`src/rtl/float_lzc_normalizer_pkg.sv`:
```
// Shared float helpers: default widths, a constant clog2 and the chunk-count
// computation used by the multi-cycle normalizer and its leading-zero counter.
package float_lzc_normalizer_pkg;

    localparam int DEF_MANT_WIDTH     = 48;
    localparam int DEF_EXP_WIDTH      = 10;
    localparam int DEF_SCAN_WIDTH     = 16;
    localparam int DEF_LZC_GROUP_SIZE = 4;

    function automatic int clog2(input int value);
        int result;
        result = 0;
        for (int i = 0; i < 31; i++) begin
            if ((1 << i) < value) begin
                result = i + 1;
            end
        end
        return result;
    endfunction

    function automatic int num_chunks(input int mant_width, input int scan_width);
        return mant_width / scan_width;
    endfunction

endpackage

```
`src/rtl/float_lzc.sv`:
```
// Grouped leading-zero counter: finds the first nonzero GROUP_SIZE-bit group from
// the MSB, then the leading zeros inside it. Result = OUTPUT_BIAS + OUTPUT_STEP * lz.
module float_lzc
    import float_lzc_normalizer_pkg::*;
#(
    parameter int INPUT_WIDTH  = DEF_SCAN_WIDTH,
    parameter int OUTPUT_WIDTH = clog2(INPUT_WIDTH + 1),
    parameter int OUTPUT_STEP  = 1,
    parameter int OUTPUT_BIAS  = 0,
    parameter int GROUP_SIZE   = DEF_LZC_GROUP_SIZE
) (
    input  logic [INPUT_WIDTH-1:0]  lzc_in,
    output logic [OUTPUT_WIDTH-1:0] lzc_count,
    output logic                    lzc_zero
);

    localparam int NUM_GROUPS = INPUT_WIDTH / GROUP_SIZE;

    if (INPUT_WIDTH % GROUP_SIZE != 0) begin : g_bad_group
        $error("float_lzc: INPUT_WIDTH must be a multiple of GROUP_SIZE");
    end

    logic                  found;
    logic [GROUP_SIZE-1:0] grp;
    int                    group_lz;
    int                    count;

    always_comb begin
        found    = 1'b0;
        grp      = '0;
        group_lz = 0;
        count    = INPUT_WIDTH;
        for (int g = 0; g < NUM_GROUPS; g++) begin
            grp = lzc_in[INPUT_WIDTH-1-g*GROUP_SIZE -: GROUP_SIZE];
            if (!found && (grp != '0)) begin
                found = 1'b1;
                // Scanning LSB to MSB lets the highest set bit win.
                for (int b = 0; b < GROUP_SIZE; b++) begin
                    if (grp[b]) begin
                        group_lz = GROUP_SIZE - 1 - b;
                    end
                end
                count = g * GROUP_SIZE + group_lz;
            end
        end
        lzc_count = OUTPUT_WIDTH'(OUTPUT_BIAS + OUTPUT_STEP * count);
        lzc_zero  = !found;
    end

endmodule

```
`src/rtl/float_lzc_normalizer.sv`:
```
// Multi-cycle mantissa normalizer: shifts left until the MSB is set, scanning
// SCAN_WIDTH bits per cycle with one shared LZC, and adjusts the exponent to match.
module float_lzc_normalizer
    import float_lzc_normalizer_pkg::*;
#(
    parameter int MANT_WIDTH = DEF_MANT_WIDTH,
    parameter int EXP_WIDTH  = DEF_EXP_WIDTH,
    parameter int SCAN_WIDTH = DEF_SCAN_WIDTH
) (
    input  logic                  clk,
    input  logic                  rst,
    input  logic                  in_valid,
    output logic                  in_ready,
    input  logic [MANT_WIDTH-1:0] in_mant,
    input  logic [EXP_WIDTH-1:0]  in_exp,
    output logic                  out_valid,
    input  logic                  out_ready,
    output logic [MANT_WIDTH-1:0] out_mant,
    output logic [EXP_WIDTH-1:0]  out_exp,
    output logic                  out_zero,
    output logic                  out_underflow
);

    localparam int NUM_CHUNKS = num_chunks(MANT_WIDTH, SCAN_WIDTH);
    localparam int CNT_W      = clog2(NUM_CHUNKS + 1);
    localparam int LZ_W       = clog2(SCAN_WIDTH + 1);
    localparam logic signed [EXP_WIDTH:0] SCAN_STEP = (EXP_WIDTH + 1)'(SCAN_WIDTH);

    if (MANT_WIDTH % SCAN_WIDTH != 0) begin : g_bad_scan
        $error("float_lzc_normalizer: MANT_WIDTH must be a multiple of SCAN_WIDTH");
    end

    typedef enum logic [1:0] {
        ST_IDLE = 2'd0,
        ST_SCAN = 2'd1,
        ST_DONE = 2'd2
    } state_t;

    state_t                   state_q, state_d;
    logic [MANT_WIDTH-1:0]    mant_q, mant_d;
    logic signed [EXP_WIDTH:0] exp_q, exp_d;
    logic [CNT_W-1:0]         chunk_cnt_q, chunk_cnt_d;
    logic                     zero_q, zero_d;

    logic [SCAN_WIDTH-1:0]    window;
    logic [LZ_W-1:0]          lz;
    logic                     window_zero;
    logic signed [EXP_WIDTH:0] lz_ext;

    assign window = mant_q[MANT_WIDTH-1 -: SCAN_WIDTH];
    assign lz_ext = signed'((EXP_WIDTH + 1)'(lz));

    float_lzc #(
        .INPUT_WIDTH (SCAN_WIDTH),
        .OUTPUT_WIDTH(LZ_W),
        .OUTPUT_STEP (1),
        .OUTPUT_BIAS (0)
    ) u_lzc (
        .lzc_in   (window),
        .lzc_count(lz),
        .lzc_zero (window_zero)
    );

    // Handshake: an input transfers on a rising edge where in_valid && in_ready;
    // an output transfers where out_valid && out_ready. in_ready is high only in
    // IDLE, and out_* hold steady while out_valid is high and out_ready is low.
    always_comb begin
        state_d     = state_q;
        mant_d      = mant_q;
        exp_d       = exp_q;
        chunk_cnt_d = chunk_cnt_q;
        zero_d      = zero_q;
        unique case (state_q)
            ST_IDLE: begin
                if (in_valid) begin
                    mant_d      = in_mant;
                    exp_d       = {1'b0, in_exp};
                    chunk_cnt_d = '0;
                    zero_d      = 1'b0;
                    state_d     = ST_SCAN;
                end
            end
            ST_SCAN: begin
                if (!window_zero) begin
                    mant_d  = mant_q << lz;
                    exp_d   = exp_q - lz_ext;
                    state_d = ST_DONE;
                end else begin
                    mant_d      = mant_q << SCAN_WIDTH;
                    exp_d       = exp_q - SCAN_STEP;
                    chunk_cnt_d = chunk_cnt_q + 1'b1;
                    if (chunk_cnt_q == CNT_W'(NUM_CHUNKS - 1)) begin
                        zero_d  = 1'b1;
                        state_d = ST_DONE;
                    end
                end
            end
            ST_DONE: begin
                if (out_ready) begin
                    state_d = ST_IDLE;
                end
            end
            default: state_d = ST_IDLE;
        endcase
    end

    always_ff @(posedge clk) begin
        if (rst) begin
            state_q     <= ST_IDLE;
            mant_q      <= '0;
            exp_q       <= '0;
            chunk_cnt_q <= '0;
            zero_q      <= 1'b0;
        end else begin
            state_q     <= state_d;
            mant_q      <= mant_d;
            exp_q       <= exp_d;
            chunk_cnt_q <= chunk_cnt_d;
            zero_q      <= zero_d;
        end
    end

    always_comb begin
        in_ready      = (state_q == ST_IDLE);
        out_valid     = (state_q == ST_DONE);
        out_mant      = mant_q;
        out_exp       = exp_q[EXP_WIDTH-1:0];
        out_zero      = 1'b0;
        out_underflow = 1'b0;
        if (zero_q) begin
            out_exp  = '0;
            out_zero = 1'b1;
        end else if (exp_q[EXP_WIDTH]) begin
            // Mantissa stays fully normalized; denormalizing happens downstream.
            out_exp       = '0;
            out_underflow = 1'b1;
        end
    end

endmodule
```
`config.mk`:
```
export PLATFORM = sky130hd
export DESIGN_NAME = float_lzc_normalizer
export DESIGN_NICKNAME = d
export VERILOG_FILES = /design/src/rtl/float_lzc_normalizer_pkg.sv /design/src/rtl/float_lzc.sv /design/src/rtl/float_lzc_normalizer.sv
export SDC_FILE = /design/constraint.sdc
export NUM_CORES = 1
export LEC_CHECK = 0
export BUFFER_PORTS_ARGS = -buffer_cell sky130_fd_sc_hd__buf_4
export CORE_MARGIN = 10
export CORE_UTILIZATION = 38
export CTS_CLUSTER_SIZE = 12
export DETAILED_ROUTE_END_ITERATION = 10
export MAX_ROUTING_LAYER = met4
export PLACE_DENSITY = 0.59
export SETUP_SLACK_MARGIN = 0.02
export SLEW_MARGIN = 20
export SYNTH_ARGS = -nofsm -noshare
export SYNTH_HDL_FRONTEND = slang
export SYNTH_SLANG_ARGS = --single-unit
```
`constraint.sdc`:
```
create_clock -name clk -period 5.4 [get_ports clk]
set_input_delay 0.81 -clock clk [delete_from_list [all_inputs] [get_ports clk]]
set_output_delay 0.81 -clock clk [all_outputs]
set_load 0.01 [all_outputs]
```
==> flow_summary.ini, run 1 <==
[yosys]
ys_async_sr_fraction = 0
netlist.area_leader.share = 0.212
synth_edf_count = 0
syn_inst = 862
syn_nets = 932
ys_types = 72
seq_area_frac_synth = 0.212
synth_area_um2 = 6040
synth_area_leader_cell = dfxtp_1
synth_flop_cell = dfxtp_1
synth_common_cells = nand2_1 (143), nor2_1 (74), dfxtp_1 (64)
yosysMostFrequentCell = nand2_1
synth.area.top_cells = dfxtp_1 (21%), nand2_1 (8.9%), o21ai_0 (4.9%)
yosysWarnings = 0
ys_ff_latch = 64
avgSynthCellArea_um2 = 7.00

[timing]
worst_slack_ns = 1.26
min_period_ns = 4.14
hold_viol = 0
worst_slew_pin_slew_ns = 1.04
fmax_mhz = 242
setup_viol = 0
tns_ns = 0
slew_viol_final = 0
relSlewSlack = 0.306
period_share = 0.766
finClkSkew_ns = 0.00717
rsz0062_at_grt = false

[cells_and_area]
final_cells = 1166
drive_gt1_frac = 0.216
area_growth_pct = 22.8
fill_cells = 1660
final-seq-area_um2 = 1280
stdcell_area_um2 = 7410
multi_input_area_um2 = 4420
final_nets = 1015
antenna_cells = 0

[placed_design]
port_buffers = 123
hpwl_um = 20100
gp_congestion = 0.995
place_ws_ns = 1.32
dpl_cell_area_um2 = 7120
placedCellCount = 1150

[critical_path]
critPathMostFrequentCell = nor2b_1
worstPathRequired_ns = 5.69
arrival_ns = 4.42
cp_max_fo = 23
critPathKind = reg2reg
cp_slowest_cell = or4_4
ff2ff_setup_slack_ns = 1.26
crit_buf_inv = 1
worstSetupStartpointType = register
critical_path.max_stage_delay_ns = 0.74
cpLargestDelayFamily = simple AND/OR/NAND/NOR gates
endpoint_kind = register
path_cells = or4_4 -> nor4_4 -> o21a_4 -> nor2_4 -> clkinv_1 -> ha_1 -> fa_1 -> nor2b_1 -> o21ai_0 -> a21boi_0 -> o41ai_1 -> nor2b_1 -> nand2_1 -> mux2_2 -> nor2_1

[die]
io_pins = 124
dieArea_um2 = 21300
rows = 46
die_h_um = 146
core_area_um2 = 15700
die_width_um = 146
start_util = 0.384

[clocking]
cts_resized = 0
cts_tree = built
path_clk_slew_ns = 0.06
cts_setup_buffers = 0
clk_path_buf_depth = 2
cts_buffers = 9
clock-sinks = 64
ctsHtreeMaxLevel = 3
cts_hold_buf = 0
clock_latency_ns = 0.35
ctsRootBufferMaster = clkbuf_16

[grt]
antenna_found_initial = 0
overflow = 0
grt_pass1_wl_um = 43300
grtUsageTotal = 0.260
grt_max_degree = 61
first_global_vias = 7322

[routing]
viasPerCell = 6.59
wl_per_cell_um = 24.6
dr.first_iter.drc_count = 1258
drc = 0
route.vias.total = 7689
antenna_left = 0
first_pass_iters = 8
finalWirelength_um = 28700

[worst_hold_path]
hold_path_class = reg2reg

[outcome]
run_status = completed

[power]
p_leak_nw = 2.91
p_per_area_nw_per_um2 = 447
ir_worst_vdd_mv = 0.221

[run]
drv_cap = 0
==> final cells by class <==
cell class | count | share of cell area
inverter | 17 | 0.00861
sequential | 64 | 0.173
multi-input combinational | 709 | 0.596
clock buffer | 9 | 0.0304
timing repair buffer | 144 | 0.146
clock inverter | 7 | 0.00962
tap | 216 | 0.0365
==> flip-flops by register name, indices dropped and copies added, names as in the netlist <==
name	flops
chunk_cnt_q	2
state_q	2
out_mant	48
zero_q	1
exp_q	11
==> routing by layer <==
layer	global-route usage	vias to the layer above	part of all wire
met5	-	-	0
met4	0.108	0	0.045
met3	0.0501	114	0.10
met2	0.393	551	0.45
met1	0.333	3589	0.41
li1	-	3435	-
==> placed cells by master (no fill, tap or decap), types with 16 or more instances in the layout <==
cell type,n
a211oi_1,23
nor2_1,72
nand3_1,29
nor3_1,16
mux2i_1,29
a221oi_1,21
nand2_1,143
buf_4,144
a21oi_1,52
a22oi_1,19
dfxtp_1,64
o21ai_0,59
a31oi_1,31
==> logic make-up (layout without fill, tap and decap cells) <==
kind of cell / after synthesis / count (layout) / share of synthesized area
xor+xnor: 2 / 2 / 0.00290
flops: 64 / 64 / 0.212
fa+ha+maj: 8 / 8 / 0.0178
buf+inv: 89 / 177 / 0.0611
simple gates: 328 / 328 / 0.250
mux: 43 / 43 / 0.0804
compound gates: 328 / 328 / 0.376
==> power breakdown <==
part / internal (mW) / leakage, nW / switching [mW] / total [mW]
registers: 0.538 / 0.528 / 0.154 / 0.692
logic: 0.699 / 2.24 / 1.32 / 2.02
clock network: 0.358 / 0.150 / 0.247 / 0.605
total: 1.60 / 2.91 / 1.72 / 3.32
==> final timing paths <==
path                                startpoint        endpoint  cells after the start
worst min-delay path            chunk_cnt_q[0]  chunk_cnt_q[0]                      1
worst max register to register    out_mant[44]       exp_q[10]                     15
worst min register to register  chunk_cnt_q[0]  chunk_cnt_q[0]                      1
worst max-delay path              out_mant[44]       exp_q[10]                     15
==> per-stage QoR <==
stage               utilization  hold WS (ns)  power, mW
floorplan                     -         0.447       1.96
global placement          0.453         0.466       2.66
detailed placement        0.453         0.477       2.64
CTS                       0.472         0.486       3.25
global route              0.472         0.497       3.46
finish                    0.472         0.489       3.32
(Power assumes the default switching activity.)
==> inputs of run 2 (changes only) <==
- ABC_AREA: not set -> 1
- clock period: 5.4 -> 3.86 ns (I/O delays scaled with it)
==> flow_summary.ini, run 2 <==
[power]
p_per_area_nw_per_um2 = 666
ir_worst_vdd_mv = 0.272
p_leak_nw = 3.40
total_power_mw = 4.82

[timing]
tns_ns = 0
min_period_ns = 3.45
worst_slew_pin_slew_ns = 0.887
relSlewSlack = 0.402
worst_slack_ns = 0.408
fmax_mhz = 290
finClkSkew_ns = 0.00991
period_share = 0.894
slew_viol_final = 0
setup_viol = 0
whs_ns = 0.475
rsz0062_at_grt = false
hold_viol = 0

[yosys]
netlist.area_leader.share = 0.216
synth_area_um2 = 5930
synth_area_leader_cell = dfxtp_1
synth.area.top_cells = dfxtp_1 (22%), nand3_1 (20%), nand2_1 (17%)
syn_inst = 1051
synth_edf_count = 0
synth_flop_cell = dfxtp_1
syn_nets = 1121
yosysWarnings = 0
ys_async_sr_fraction = 0
ys_types = 43
seq_area_frac_synth = 0.216
synth_common_cells = nand2_1 (268), nand3_1 (238), nor2_1 (94)
yosysMostFrequentCell = nand2_1
ys_ff_latch = 64
avgSynthCellArea_um2 = 5.64

[run]
drv_cap = 0

[critical_path]
worstPathRequired_ns = 4.09
crit_buf_inv = 3
worstSetupStartpointType = register
critPathKind = reg2reg
critPathMostFrequentCell = nand2_1
cpLargestDelayFamily = simple AND/OR/NAND/NOR gates
critical_path.max_stage_delay_ns = 0.45
cp_slowest_cell = fa_1
endpoint_kind = register
arrival_ns = 3.68
cp_max_fo = 6
ff2ff_setup_slack_ns = 0.41

[grt]
grt_use_met2 = 0.370
use_met3 = 0.0512
grt_max_degree = 68
grtUsageTotal = 0.237
overflow = 0
grt-busiest-layer = met2
grt_pass1_wl_um = 38100
met1_usage = 0.299
first_global_vias = 7029
antenna_found_initial = 0

[placed_design]
gp_congestion = 0.917
port_buffers = 123
hpwl_um = 17200
dpl_cell_area_um2 = 6920
placedCellCount = 1329
place_ws_ns = 0.424

[outcome]
run_status = completed

[cells_and_area]
final_common_cell = nand2_1
drive_gt1_frac = 0.165
largest_register_ffs = 48
final_util = 0.475
final_cells = 1345
final-seq-area_um2 = 1280
antenna_cells = 0
area_growth_pct = 22.2
stdcell_area_um2 = 7240
multi_input_area_um2 = 4020
layout_common_cells = nand2_1 (268), nand3_1 (238), buf_4 (138)
final_nets = 1199
fill_cells = 1687

[die]
dieArea_um2 = 21000
rows = 45
io_pins = 124
die_h_um = 145
die_width_um = 145
core_area_um2 = 15300
start_util = 0.388

[routing]
first_pass_iters = 5
dr.first_iter.drc_count = 912
finalWirelength_um = 24700
drc = 0
viasPerCell = 5.65
route.vias.total = 7598
wl_per_cell_um = 18.3
antenna_left = 0

[clocking]
cts_setup_buffers = 0
cts_tree = built
ctsHtreeMaxLevel = 3
ctsRootBufferMaster = clkbuf_16
clock-sinks = 64
cts_buffers = 9
clock_latency_ns = 0.35
path_clk_slew_ns = 0.06
clk_path_buf_depth = 2

[worst_hold_path]
hold_path_class = reg2reg
==> run 2: changes by cell type in the layout (fill, tap and decap cells not counted), sizes merged, moves of 13 or more <==
cell	change
mux2i	-29
a31oi	-29
a31o	-14
nor2	+21
a211oi	-18
inv	+67
nand3	+214
a22oi	-18
a221oi	-16
o21ai	+20
nand2	+135
and3	-13
==> run 2: power breakdown <==
| part | internal [mW] | switching (mW) |
|---|---|---|
| Clock | 0.553 | 0.342 |
| Sequential | 0.753 | 0.150 |
| Combinational | 0.996 | 2.03 |
==> run 2: per-layer routing <==
metal | vias to the layer above | share of wire
li1 | 3700 | -
met1 | 3502 | 0.44
met2 | 341 | 0.46
met3 | 55 | 0.072
met4 | 0 | 0.029
met5 | - | 0
==> run 2: worst reg2reg max path: cells and delay by family (launching register included) <==
kind,cells,cell delay (ns)
simple gates,16,1.39
flops,1,0.33
compound gates,4,0.70
buf+inv,3,0.25
fa+ha+maj,2,0.66
==> run 2: timing repair <==
item,CTS,global route
hold buffers,0,0
setup endpoints to repair,0,1
resized for setup,0,2
==> run 2: cells by family after synthesis <==
logic type               Yosys count  share of synthesized area
AO/OA/AOI/OAI                    187                      0.180
buffers and inverters            156                      0.109
AND/OR/NAND/NOR                  634                      0.474
adder cells (fa/ha/maj)            8                     0.0182
flip-flops                        64                      0.216
XOR/XNOR                           2                    0.00296
==> run 2: area by class of cell <==
type | instances | share of cell area
Clock buffer | 12 | 0.0368
Clock inverter | 4 | 0.00708
Inverter | 85 | 0.0441
Multi-Input combinational cell | 831 | 0.556
Sequential cell | 64 | 0.177
Tap cell | 211 | 0.0365
Timing Repair Buffer | 138 | 0.143
==> run 2: worst paths after layout <==
path	end	startpoint	cells after the start
worst min-delay path	exp_q[10]	exp_q[10]	2
worst min register to register	exp_q[10]	exp_q[10]	2
worst max register to register	exp_q[8]	out_mant[46]	25
worst max-delay path	exp_q[8]	out_mant[46]	25
